<file path="src/rtl/core_mem_arbiter_if.sv">
// Core-array <-> DRAM front-end bundle: core request lanes, DRAM port and run status.
interface core_mem_arbiter_if #(
  parameter int N_CORES = 4,
  parameter int DATA_W  = 16,
  parameter int ADDR_W  = 16
);
  logic                         start;
  logic [N_CORES-1:0]           core_req;
  logic [N_CORES-1:0]           core_we;
  logic [N_CORES*ADDR_W-1:0]    core_addr;
  logic [N_CORES*DATA_W-1:0]    core_wdata;
  logic [N_CORES-1:0]           core_end;
  logic [N_CORES-1:0]           core_gnt;
  logic [N_CORES-1:0]           core_rvalid;
  logic [DATA_W-1:0]            core_rdata;
  logic [ADDR_W-1:0]            dram_addr;
  logic [DATA_W-1:0]            dram_wdata;
  logic                         dram_wren;
  logic [DATA_W-1:0]            dram_rdata;
  logic [1:0]                   status;
  logic                         all_done;
  logic [31:0]                  run_cycles;

  // Arbiter side
  modport slave (
    input  start, core_req, core_we, core_addr, core_wdata, core_end, dram_rdata,
    output core_gnt, core_rvalid, core_rdata, dram_addr, dram_wdata, dram_wren,
           status, all_done, run_cycles
  );

  // Core array / DRAM side
  modport master (
    output start, core_req, core_we, core_addr, core_wdata, core_end, dram_rdata,
    input  core_gnt, core_rvalid, core_rdata, dram_addr, dram_wdata, dram_wren,
           status, all_done, run_cycles
  );
endinterface

</file>
<file path="src/rtl/core_mem_arbiter.sv">
// core_mem_arbiter: round-robin shared-DRAM front end for N cores, with a
// run FSM (IDLE/RUN/DONE) fed by the per-core end_process levels.
module core_mem_arbiter #(
  parameter int N_CORES = 4,
  parameter int DATA_W  = 16,
  parameter int ADDR_W  = 16,
  parameter int RD_LAT  = 2
) (
  input logic               clock,
  input logic               rst_n,
  core_mem_arbiter_if.slave bus
);
  localparam logic [1:0] S_IDLE = 2'b00;
  localparam logic [1:0] S_RUN  = 2'b01;
  localparam logic [1:0] S_DONE = 2'b10;

  localparam int PTR_W = $clog2(N_CORES);
  localparam int CNT_W = (RD_LAT > 1) ? $clog2(RD_LAT) : 1;
  localparam logic [CNT_W-1:0] CNT_INIT = CNT_W'(RD_LAT - 1);
  localparam logic [PTR_W:0]   N_EXT    = (PTR_W+1)'(N_CORES);
  localparam logic [PTR_W-1:0] LAST     = PTR_W'(N_CORES - 1);

  logic [1:0]          st_q, st_d;
  logic [31:0]         run_cycles_q, run_cycles_d;
  logic [PTR_W-1:0]    rr_q, rr_d;
  logic [N_CORES-1:0]  gnt_q, gnt_d;
  logic [ADDR_W-1:0]   addr_q, addr_d;
  logic [DATA_W-1:0]   wdata_q, wdata_d;
  logic                wren_q, wren_d;
  logic                rd_pend_q, rd_pend_d;
  logic [CNT_W-1:0]    rd_cnt_q, rd_cnt_d;
  logic [N_CORES-1:0]  rd_core_q, rd_core_d;
  logic [N_CORES-1:0]  rvalid_q, rvalid_d;
  logic [DATA_W-1:0]   rdata_q, rdata_d;

  logic                rd_done, go_done, arb_en, found, grant, rd_issue;
  logic [N_CORES-1:0]  req_m, sel_oh;
  logic [PTR_W-1:0]    sel;
  logic [PTR_W:0]      idx;

  // rd_done: the outstanding read's data is on dram_rdata this cycle.
  // The grant slot opens on that same edge, so the next grant lands in G+RD_LAT.
  assign rd_done = rd_pend_q && (rd_cnt_q == '0);
  assign go_done = (st_q == S_RUN) && (&bus.core_end) && !rd_pend_q;
  // No new grant on the edge that leaves RUN, so DONE never sees a DRAM access.
  assign arb_en  = (st_q == S_RUN) && !go_done && (!rd_pend_q || rd_done);
  // The core granted this cycle still shows its old request; keep it out.
  assign req_m   = bus.core_req & ~gnt_q;
  assign grant   = arb_en && found;
  assign sel_oh  = N_CORES'(1) << sel;
  assign rd_issue = grant && !bus.core_we[sel];

  // Round-robin search: first masked request at or after the pointer.
  always_comb begin
    found = 1'b0;
    sel   = '0;
    idx   = '0;
    for (int k = 0; k < N_CORES; k++) begin
      idx = {1'b0, rr_q} + (PTR_W+1)'(k);
      if (idx >= N_EXT) idx = idx - N_EXT;
      if (!found && req_m[idx[PTR_W-1:0]]) begin
        found = 1'b1;
        sel   = idx[PTR_W-1:0];
      end
    end
  end

  // Next-state for run FSM, grant/DRAM registers and read-return tracking.
  always_comb begin
    st_d = st_q;
    case (st_q)
      S_IDLE:  if (bus.start) st_d = S_RUN;
      S_RUN:   if (go_done)   st_d = S_DONE;
      S_DONE:  if (bus.start) st_d = S_RUN;
      default: st_d = S_IDLE;
    endcase

    run_cycles_d = run_cycles_q;
    if (st_q == S_DONE && bus.start)               run_cycles_d = '0;
    else if (st_q == S_RUN && run_cycles_q != '1)  run_cycles_d = run_cycles_q + 32'd1;

    gnt_d   = grant ? sel_oh : '0;
    wren_d  = grant && bus.core_we[sel];
    addr_d  = grant ? bus.core_addr[sel*ADDR_W +: ADDR_W]  : addr_q;
    wdata_d = grant ? bus.core_wdata[sel*DATA_W +: DATA_W] : wdata_q;
    rr_d    = grant ? ((sel == LAST) ? '0 : sel + 1'b1) : rr_q;

    rvalid_d = rd_done ? rd_core_q : '0;
    rdata_d  = rd_done ? bus.dram_rdata : rdata_q;

    rd_pend_d = rd_pend_q;
    rd_cnt_d  = rd_cnt_q;
    rd_core_d = rd_core_q;
    if (rd_issue) begin
      rd_pend_d = 1'b1;
      rd_cnt_d  = CNT_INIT;
      rd_core_d = sel_oh;
    end else if (rd_done) begin
      rd_pend_d = 1'b0;
    end else if (rd_pend_q) begin
      rd_cnt_d  = rd_cnt_q - 1'b1;
    end
  end

  // State registers; reset drops any read in flight.
  always_ff @(posedge clock or negedge rst_n) begin
    if (!rst_n) begin
      st_q         <= S_IDLE;
      run_cycles_q <= '0;
      rr_q         <= '0;
      gnt_q        <= '0;
      addr_q       <= '0;
      wdata_q      <= '0;
      wren_q       <= 1'b0;
      rd_pend_q    <= 1'b0;
      rd_cnt_q     <= '0;
      rd_core_q    <= '0;
      rvalid_q     <= '0;
      rdata_q      <= '0;
    end else begin
      st_q         <= st_d;
      run_cycles_q <= run_cycles_d;
      rr_q         <= rr_d;
      gnt_q        <= gnt_d;
      addr_q       <= addr_d;
      wdata_q      <= wdata_d;
      wren_q       <= wren_d;
      rd_pend_q    <= rd_pend_d;
      rd_cnt_q     <= rd_cnt_d;
      rd_core_q    <= rd_core_d;
      rvalid_q     <= rvalid_d;
      rdata_q      <= rdata_d;
    end
  end

  assign bus.core_gnt    = gnt_q;
  assign bus.core_rvalid = rvalid_q;
  assign bus.core_rdata  = rdata_q;
  assign bus.dram_addr   = addr_q;
  assign bus.dram_wdata  = wdata_q;
  assign bus.dram_wren   = wren_q;
  assign bus.status      = st_q;
  assign bus.all_done    = (st_q == S_DONE);
  assign bus.run_cycles  = run_cycles_q;
endmodule

</file>
<file path="src/flat_wrapper.sv">
// flat-port wrapper written by rule: the top's interface ports become plain ports
module core_mem_arbiter_flat 
#(
  parameter int N_CORES = 4,
  parameter int DATA_W  = 16,
  parameter int ADDR_W  = 16,
  parameter int RD_LAT  = 2
)
  (clock, rst_n, bus_start, bus_core_req, bus_core_we, bus_core_addr, bus_core_wdata, bus_core_end, bus_dram_rdata, bus_core_gnt, bus_core_rvalid, bus_core_rdata, bus_dram_addr, bus_dram_wdata, bus_dram_wren, bus_status, bus_all_done, bus_run_cycles);
  core_mem_arbiter_if #(.N_CORES(N_CORES), .DATA_W(DATA_W), .ADDR_W(ADDR_W)) bus_i ();
  input logic clock;
  input logic rst_n;
  input wire logic [$bits(bus_i.start)-1:0] bus_start;
  input wire logic [$bits(bus_i.core_req)-1:0] bus_core_req;
  input wire logic [$bits(bus_i.core_we)-1:0] bus_core_we;
  input wire logic [$bits(bus_i.core_addr)-1:0] bus_core_addr;
  input wire logic [$bits(bus_i.core_wdata)-1:0] bus_core_wdata;
  input wire logic [$bits(bus_i.core_end)-1:0] bus_core_end;
  input wire logic [$bits(bus_i.dram_rdata)-1:0] bus_dram_rdata;
  output wire logic [$bits(bus_i.core_gnt)-1:0] bus_core_gnt;
  output wire logic [$bits(bus_i.core_rvalid)-1:0] bus_core_rvalid;
  output wire logic [$bits(bus_i.core_rdata)-1:0] bus_core_rdata;
  output wire logic [$bits(bus_i.dram_addr)-1:0] bus_dram_addr;
  output wire logic [$bits(bus_i.dram_wdata)-1:0] bus_dram_wdata;
  output wire logic [$bits(bus_i.dram_wren)-1:0] bus_dram_wren;
  output wire logic [$bits(bus_i.status)-1:0] bus_status;
  output wire logic [$bits(bus_i.all_done)-1:0] bus_all_done;
  output wire logic [$bits(bus_i.run_cycles)-1:0] bus_run_cycles;
  assign bus_i.start = bus_start;
  assign bus_i.core_req = bus_core_req;
  assign bus_i.core_we = bus_core_we;
  assign bus_i.core_addr = bus_core_addr;
  assign bus_i.core_wdata = bus_core_wdata;
  assign bus_i.core_end = bus_core_end;
  assign bus_i.dram_rdata = bus_dram_rdata;
  assign bus_core_gnt = bus_i.core_gnt;
  assign bus_core_rvalid = bus_i.core_rvalid;
  assign bus_core_rdata = bus_i.core_rdata;
  assign bus_dram_addr = bus_i.dram_addr;
  assign bus_dram_wdata = bus_i.dram_wdata;
  assign bus_dram_wren = bus_i.dram_wren;
  assign bus_status = bus_i.status;
  assign bus_all_done = bus_i.all_done;
  assign bus_run_cycles = bus_i.run_cycles;
  core_mem_arbiter #(.N_CORES(N_CORES), .DATA_W(DATA_W), .ADDR_W(ADDR_W), .RD_LAT(RD_LAT)) u_core (.clock(clock), .rst_n(rst_n), .bus(bus_i));
endmodule
</file>
<file path="config.mk">
export PLATFORM = sky130hd
export DESIGN_NAME = core_mem_arbiter_flat
export DESIGN_NICKNAME = d
export VERILOG_FILES = /design/src/rtl/core_mem_arbiter_if.sv /design/src/rtl/core_mem_arbiter.sv /design/src/flat_wrapper.sv
export SDC_FILE = /design/constraint.sdc
export NUM_CORES = 1
export LEC_CHECK = 0
export BUFFER_PORTS_ARGS = -buffer_cell sky130_fd_sc_hd__buf_2
export CAP_MARGIN = 20
export CORE_ASPECT_RATIO = 0.75
export CORE_MARGIN = 2
export CORE_UTILIZATION = 49
export CTS_BUF_LIST = sky130_fd_sc_hd__clkbuf_4
export CTS_CLUSTER_SIZE = 12
export DETAILED_ROUTE_END_ITERATION = 10
export GPL_TIMING_DRIVEN = 0
export PLACE_DENSITY_LB_ADDON = 0.12
export SLEW_MARGIN = 20
export SYNTH_ARGS = -nofsm -noshare
export SYNTH_HDL_FRONTEND = slang
export SYNTH_SLANG_ARGS = --single-unit
</file>
<file path="constraint.sdc">
create_clock -name clock -period 2.15 [get_ports clock]
set_input_delay 0.215 -clock clock [delete_from_list [all_inputs] [get_ports clock]]
set_output_delay 0.215 -clock clock [all_outputs]
set_load 0.03 [all_outputs]
</file>
==> impl_metrics.env, run 1 <==
export IMPL_status="complete, no violations"
export IMPL_coreArea_mm2=0.0108
export IMPL_ys_seq_elements=99
export IMPL_path_clk_slew_ps=150
export IMPL_die_w_um=125
export IMPL_grtUsageTotal=0.247
export IMPL_syn_area_mm2=0.00540
export IMPL_wl_um=15200
export IMPL_final_core_util=0.681
export IMPL_synth_edff_count=0
export IMPL_vias=4893
export IMPL_htree_levels=3
export IMPL_fin_nets=967
export IMPL_drtPass1Iterations=4
export IMPL_pre_cts_slack_ps=-86.6
export IMPL_wl_per_cell_um=16.1
export IMPL_die_area_mm2=0.0119
export IMPL_dp_hpwl_um=11800
export IMPL_path_max_fanout=8
export IMPL_period_share=0.983
export IMPL_setup_tns_ps=0
export IMPL_place_inst=896
export IMPL_gp_congestion=0.765
export IMPL_max_cap_violations=0
export IMPL_cts_tree="built"
export IMPL_synth_seq_area_share=0.459
export IMPL_synth_top_area_frac=0.459
export IMPL_synth_area_leaders="dfrtp_1 46%, mux2i_1 12%, mux2_2 10%"
export IMPL_overflow=0
export IMPL_syn_inst=505
export IMPL_p_leak_nw=3.62
export IMPL_vias_per_cell=5.16
export IMPL_slew_viol_final=0
export IMPL_route_detailed_drc=0
export IMPL_ant_nets=0
export IMPL_dr_first_iter_drc_count=287
export IMPL_port_buffers=250
export IMPL_finalCriticalPeriod_ps=2110
export IMPL_rsz0062_at_grt="yes"
export IMPL_area_delta_synth_final_pct=36.5
export IMPL_endpoint_kind="flip-flop"
export IMPL_synth_cell_types=49
export IMPL_critPathKind="reg2reg"
export IMPL_initial_core_util=0.499
export IMPL_ios=251
export IMPL_power_per_cell_area_mw_per_mm2=1550
export IMPL_tightest_slew_ps=537
export IMPL_yosys_warnings=0
export IMPL_synth_net_count=669
export IMPL_setup_violations=0
export IMPL_die_h_um=94.9
export IMPL_ctsRootBufferMaster="clkbuf_4"
export IMPL_timing_slew_headroom=0.642
export IMPL_drive_gt1_frac=0.453
export IMPL_grt_pass1_wl_um=23200
export IMPL_critPathLaunchType="flip-flop"
export IMPL_skew_ps=21.7
export IMPL_grt_pass1_vias=4655
export IMPL_fp_row_count=33
export IMPL_grt_max_degree=66
export IMPL_hold_viol=0
export IMPL_crit_required_ps=2480
export IMPL_ir_worst_vdd_mv=0.943
export IMPL_clockBufferDepth=2
export IMPL_antennaDiodeCount=0
export IMPL_cts_sinks=99
export IMPL_finalNonFillerCells=948
export IMPL_synth_ff_type="dfrtp_1"
export IMPL_synth_area_per_cell_um2=10.7
export IMPL_cts_buffers=9
export IMPL_synth_largest_area_cell="dfrtp_1"
export IMPL_clock_fmax_mhz=473
export IMPL_layout_setup_ws_ps=36.4
export IMPL_insertion_delay_ps=460
export IMPL_hold_path_class="in2reg"
export IMPL_arrival_ps=2450
export IMPL_async_flop_share=1.00
export IMPL_antenna_found_initial=0
==> critical path, cell delays in order, from the launching register on <==
cell and delay (ps):
dfrtp_1 470, nand4_1 220, or4_4 580, nor3_4 200, buf_6 150, nand4b_1 110
xor2_1 190, nor2_1 60
==> metrics by stage <==
step	hold slack [ps]	power [mW]	instance area (µm²)
floorplan	-80.6	8.24	5400
global placement	447	9.98	6830
detailed placement	136	10.2	6860
CTS	18.4	11.3	7210
global route	22.3	12.2	7370
finish	46.7	11.5	7370
==> per-layer routing <==
| layer | share of wire | up-vias | GRT usage |
|---|---|---|---|
| li1 | - | 2366 | - |
| met1 | 0.42 | 2376 | 0.319 |
| met2 | 0.52 | 134 | 0.433 |
| met3 | 0.043 | 17 | 0.0487 |
| met4 | 0.012 | 0 | 0.0611 |
| met5 | 0 | - | 0 |
==> registers in the layout, summed over array words and instances, names as in the netlist, 2 cells and up <==
signal                  cells
u_core.bus.core_gnt         4
u_core.bus.dram_addr       16
u_core.rr_q                 2
u_core.bus.core_rdata      16
u_core.bus.status           2
u_core.bus.core_rvalid      4
u_core.bus.run_cycles      32
u_core.rd_core_q            4
u_core.bus.dram_wdata      16
==> kinds of logic after synthesis <==
family                     synth area share
muxes                                 0.235
xor gates and xnor gates             0.0357
adders and majority gates            0.0116
DFF                                   0.459
and+or+nand+nor                       0.154
AOI/OAI and AO/OA                    0.0688
buffers and inverters                0.0364
==> cells in the mapped netlist, types with 6 or more instances <==
| cell type | count |
|---|---|
| a21oi_1 | 9 |
| clkbuf_1 | 11 |
| nand3_1 | 16 |
| buf_6 | 6 |
| inv_1 | 12 |
| mux2i_1 | 67 |
| xor2_1 | 14 |
| nand2_1 | 50 |
| nand4_1 | 9 |
| xnor2_1 | 8 |
| mux2_2 | 49 |
| nor2_1 | 32 |
| or3_1 | 7 |
| dfrtp_1 | 99 |
| buf_2 | 7 |
| o21ai_0 | 7 |
| nor2b_1 | 8 |
| o21ai_1 | 35 |
==> power by group <==
part	internal [mW]	switching (mW)	total, mW
Clock	0.348	0.634	0.981
Sequential	2.74	0.678	3.42
Combinational	2.79	4.26	7.05
==> area by class of cell <==
type	count	area, µm²
plain buffers	24	154
clock buffers	9	67.6
clock inverters	7	68.8
fillers	867	3450
inverters	13	48.8
multi-input cells	368	2760
flip-flops and latches	99	2480
well taps	140	175
repair buffers	288	1610
==> final timing paths <==
check                                         startpoint                         to  slack [ps]  depth (start not counted)
worst max-delay path            u_core.bus.run_cycles[5]  u_core.bus.run_cycles[31]          40                          7
worst min-delay path                     bus_core_end[1]       u_core.bus.status[1]          50                          3
worst max register to register  u_core.bus.run_cycles[5]  u_core.bus.run_cycles[31]          40                          7
worst min register to register       u_core.rd_core_q[2]  u_core.bus.core_rvalid[2]         500                          1
max in group asynchronous                          rst_n             u_core.rr_q[1]        1320                          3
min in group asynchronous                          rst_n  u_core.bus.run_cycles[13]         180                          2
==> timing repair <==
action,in CTS,in global routing
hold endpoints to repair,61,0
gates resized for setup,4,16
buffers inserted,2,17
pin swaps,3,10
hold buffers,18,0
endpoints found under the setup margin,15,44
==> cells in the final DEF (no fill, tap or decap), types with 5 or more instances in the layout <==
cell / Yosys / routed
nor2b_1: 8 / 7
and3_1: 5 / 5
buf_4: 0 / 19
dfrtp_2: 0 / 5
nand2_1: 50 / 50
dfrtp_1: 99 / 94
nand3_1: 16 / 16
clkbuf_1: 11 / 11
a21oi_1: 9 / 9
ha_1: 5 / 5
buf_2: 7 / 252
mux2_2: 49 / 49
or3_1: 7 / 7
dlygate4sd3_1: 0 / 18
xnor2_1: 8 / 8
nand4_1: 9 / 9
inv_1: 12 / 12
mux2i_1: 67 / 67
clkbuf_4: 0 / 11
o21ai_0: 7 / 7
nor2_1: 32 / 30
buf_6: 6 / 7
xor2_1: 14 / 14
o21ai_1: 35 / 35
Power figures use the tool's default switching activity.
==> inputs of run 2 (changes only) <==
--- a/config.mk
+++ b/config.mk
@@ -5,14 +5,14 @@
 export SDC_FILE = /design/constraint.sdc
 export NUM_CORES = 1
 export LEC_CHECK = 0
-export BUFFER_PORTS_ARGS = -buffer_cell sky130_fd_sc_hd__buf_2
 export CAP_MARGIN = 20
 export CORE_ASPECT_RATIO = 0.75
 export CORE_MARGIN = 2
-export CORE_UTILIZATION = 49
+export CORE_UTILIZATION = 55
 export CTS_BUF_LIST = sky130_fd_sc_hd__clkbuf_4
 export CTS_CLUSTER_SIZE = 12
 export DETAILED_ROUTE_END_ITERATION = 10
+export DONT_BUFFER_PORTS = 1
 export GPL_TIMING_DRIVEN = 0
 export PLACE_DENSITY_LB_ADDON = 0.12
 export SLEW_MARGIN = 20
==> run 2 against run 1 <==
- the run now ends with negative hold slack, negative setup slack left
- combinational power is 35% lower
- total power is 4.7% lower
- design area is 14% lower
- critical path depth stayed put
- fmax is 1.8% lower
- non-clock buffer count is 248 lower
- register-to-register slack worse by 40 ps
- worst setup slack worse by 38 ps
- critical path type unchanged
- highest routed layer unchanged
==> impl_metrics.env, run 2 (synthesized netlist as in run 1, its figures left out) <==
export IMPL_status="finished, violations left"
export IMPL_violations="negative hold slack, negative setup slack"
export IMPL_swShare=0.493
export IMPL_grt_pass1_vias=4104
export IMPL_p_int_mw=5.53
export IMPL_rsz0062_at_grt="yes"
export IMPL_largest_register_ffs=32
export IMPL_crit_chain="nand4_1 -> or4_4 -> nor3_4 -> buf_6 -> nand4b_1 -> xor2_1 -> nor2_1"
export IMPL_timing_slew_headroom=0.571
export IMPL_layout_common_cells="68 x dfrtp_1, 65 x mux2i_1, 50 x nand2_1, 49 x mux2_2, 36 x o21ai_1"
export IMPL_clock_fmax_mhz=465
export IMPL_area_delta_synth_final_pct=16.9
export IMPL_dr_first_iter_drc_count=270
export IMPL_wl_per_cell_um=20.4
export IMPL_layout_commonest_cell="dfrtp_1"
export IMPL_fin_nets=720
export IMPL_cpMaxStageDelayCell="or4_4"
export IMPL_pre_cts_slack_ps=-313
export IMPL_hold_viol=99
export IMPL_wl_um=14100
export IMPL_clockBufferDepth=2
export IMPL_antennaDiodeCount=0
export IMPL_cts_tree="built"
export IMPL_switching_power_mw=5.38
export IMPL_finalCriticalPeriod_ps=2150
export IMPL_drive_gt1_frac=0.287
export IMPL_power_frac_comb=0.418
export IMPL_die_area_mm2=0.0106
export IMPL_path_clk_slew_ps=160
export IMPL_period_share=1.00
export IMPL_die_h_um=89.8
export IMPL_crit_buf_inv=1
export IMPL_arrival_ps=2550
export IMPL_cts_buffers=9
export IMPL_htree_levels=3
export IMPL_grt_max_degree=100
export IMPL_grt_pass1_wl_um=21800
export IMPL_holdWs_ps=-588
export IMPL_cpLargestDelayFamily="simple AND/OR/NAND/NOR gates"
export IMPL_skew_ps=25.5
export IMPL_antenna_found_initial=0
export IMPL_fill_cells=781
export IMPL_fp_row_count=31
export IMPL_vias_per_cell=5.91
export IMPL_gp_congestion=0.835
export IMPL_route_detailed_drc=0
export IMPL_ir_worst_vdd_mv=1.08
export IMPL_p_leak_nw=2.65
export IMPL_port_buffers=0
export IMPL_slew_viol_final=0
export IMPL_die_w_um=118
export IMPL_initial_core_util=0.561
export IMPL_cts_sinks=99
export IMPL_path_max_fanout=7
export IMPL_cts_hold_buf=21
export IMPL_clkPwrFrac=0.103
export IMPL_vias=4099
export IMPL_grtUsageTotal=0.259
export IMPL_max_cap_violations=0
export IMPL_critical_path_max_stage_delay_ps=610
export IMPL_dp_hpwl_um=10200
export IMPL_setup_violations=2
export IMPL_critPathKind="reg2reg"
export IMPL_coreArea_mm2=0.00962
export IMPL_ios=251
export IMPL_critPathLaunchType="flip-flop"
export IMPL_setup_tns_ps=-3.03
export IMPL_power_per_cell_area_mw_per_mm2=1730
export IMPL_layout_setup_ws_ps=-2.13
export IMPL_p_seq_frac=0.480
export IMPL_total_power_mw=10.9
export IMPL_overflow=0
export IMPL_drtPass1Iterations=5
export IMPL_hold_path_class="in2async"
export IMPL_insertion_delay_ps=470
export IMPL_ctsRootBufferMaster="clkbuf_4"
export IMPL_endpoint_kind="flip-flop"
export IMPL_tightest_slew_ps=643
export IMPL_crit_required_ps=2550
export IMPL_ant_nets=0
[run 2: cell types whose count changed in the layout (fill, tap and decap cells not counted), moves of 3 or more]
| cell | before | now |
|---|---|---|
| buf_2 | 252 | 3 |
| dfrtp_1 | 94 | 68 |
| dfrtp_2 | 5 | 31 |
| clkinvlp_4 | 4 | 0 |
| mux2_1 | 4 | 0 |
| mux2_4 | 0 | 4 |
| buf_6 | 7 | 4 |
| clkinv_4 | 0 | 3 |
| dlygate4sd3_1 | 18 | 21 |
| nor2b_1 | 7 | 4 |
[run 2: power by group through the flow]
| stage | clock network, mW | registers, mW | logic, mW |
|---|---|---|---|
| final | 1.12 | 5.23 | 4.56 |
| after CTS | 1.14 | 5.21 | 4.24 |
| after global placement | 0 | 5.18 | 3.90 |
| after detailed placement | 0 | 5.20 | 4.06 |
| after floorplan | 0 | 4.91 | 3.33 |
| after global routing | 1.22 | 5.35 | 5.00 |
[run 2: cell type report]
type,count,area [µm²],share of cell area
plain buffers,24,159,0.0252
clock buffers,10,75.1,0.0119
clock inverters,6,90.1,0.0143
inverters,13,48.8,0.00773
multi-input cells,369,2900,0.459
flip-flops and latches,99,2520,0.399
well taps,132,165,0.0262
repair buffers,40,357,0.0565
[run 2: through the flow]
stage,cell area (µm²),util,cells
floorplan,5400,-,505
global placement,5560,0.578,637
detailed placement,5560,0.578,637
CTS,6070,0.631,682
global route,6310,0.656,693
finish,6310,0.656,693
[run 2: worst paths after layout]
| check | to | depth (start not counted) | slack [ps] | startpoint |
|---|---|---|---|---|
| max | u_core.bus.run_cycles[31] | 7 | -2 | u_core.bus.run_cycles[3] |
| min reg2reg | u_core.bus.core_rvalid[2] | 1 | 520 | u_core.rd_core_q[2] |
| min in group clock | u_core.bus.dram_wdata[13] | 3 | 70 | bus_core_wdata[29] |
| min | u_core.bus.run_cycles[17] | 0 | -590 | rst_n |
| max reg2reg | u_core.bus.run_cycles[31] | 7 | -2 | u_core.bus.run_cycles[3] |
| max in group asynchronous | u_core.bus.run_cycles[10] | 0 | 2530 | rst_n |
[run 2: repair_timing]
item,4_1_cts,5_1_grt
cloned,0,1
resized for setup,35,39
pin swaps,7,14
buffers inserted,9,10
hold endpoints to repair,118,99
setup endpoints to repair,71,61
[run 2: metal layers]
metal | vias to the layer above | track usage | wire length, µm
li1 | 1894 | - | -
met5 | - | 0 | 0
met4 | 0 | 0.0506 | 124
met3 | 13 | 0.110 | 1340
met2 | 162 | 0.408 | 6600
met1 | 2030 | 0.336 | 6050
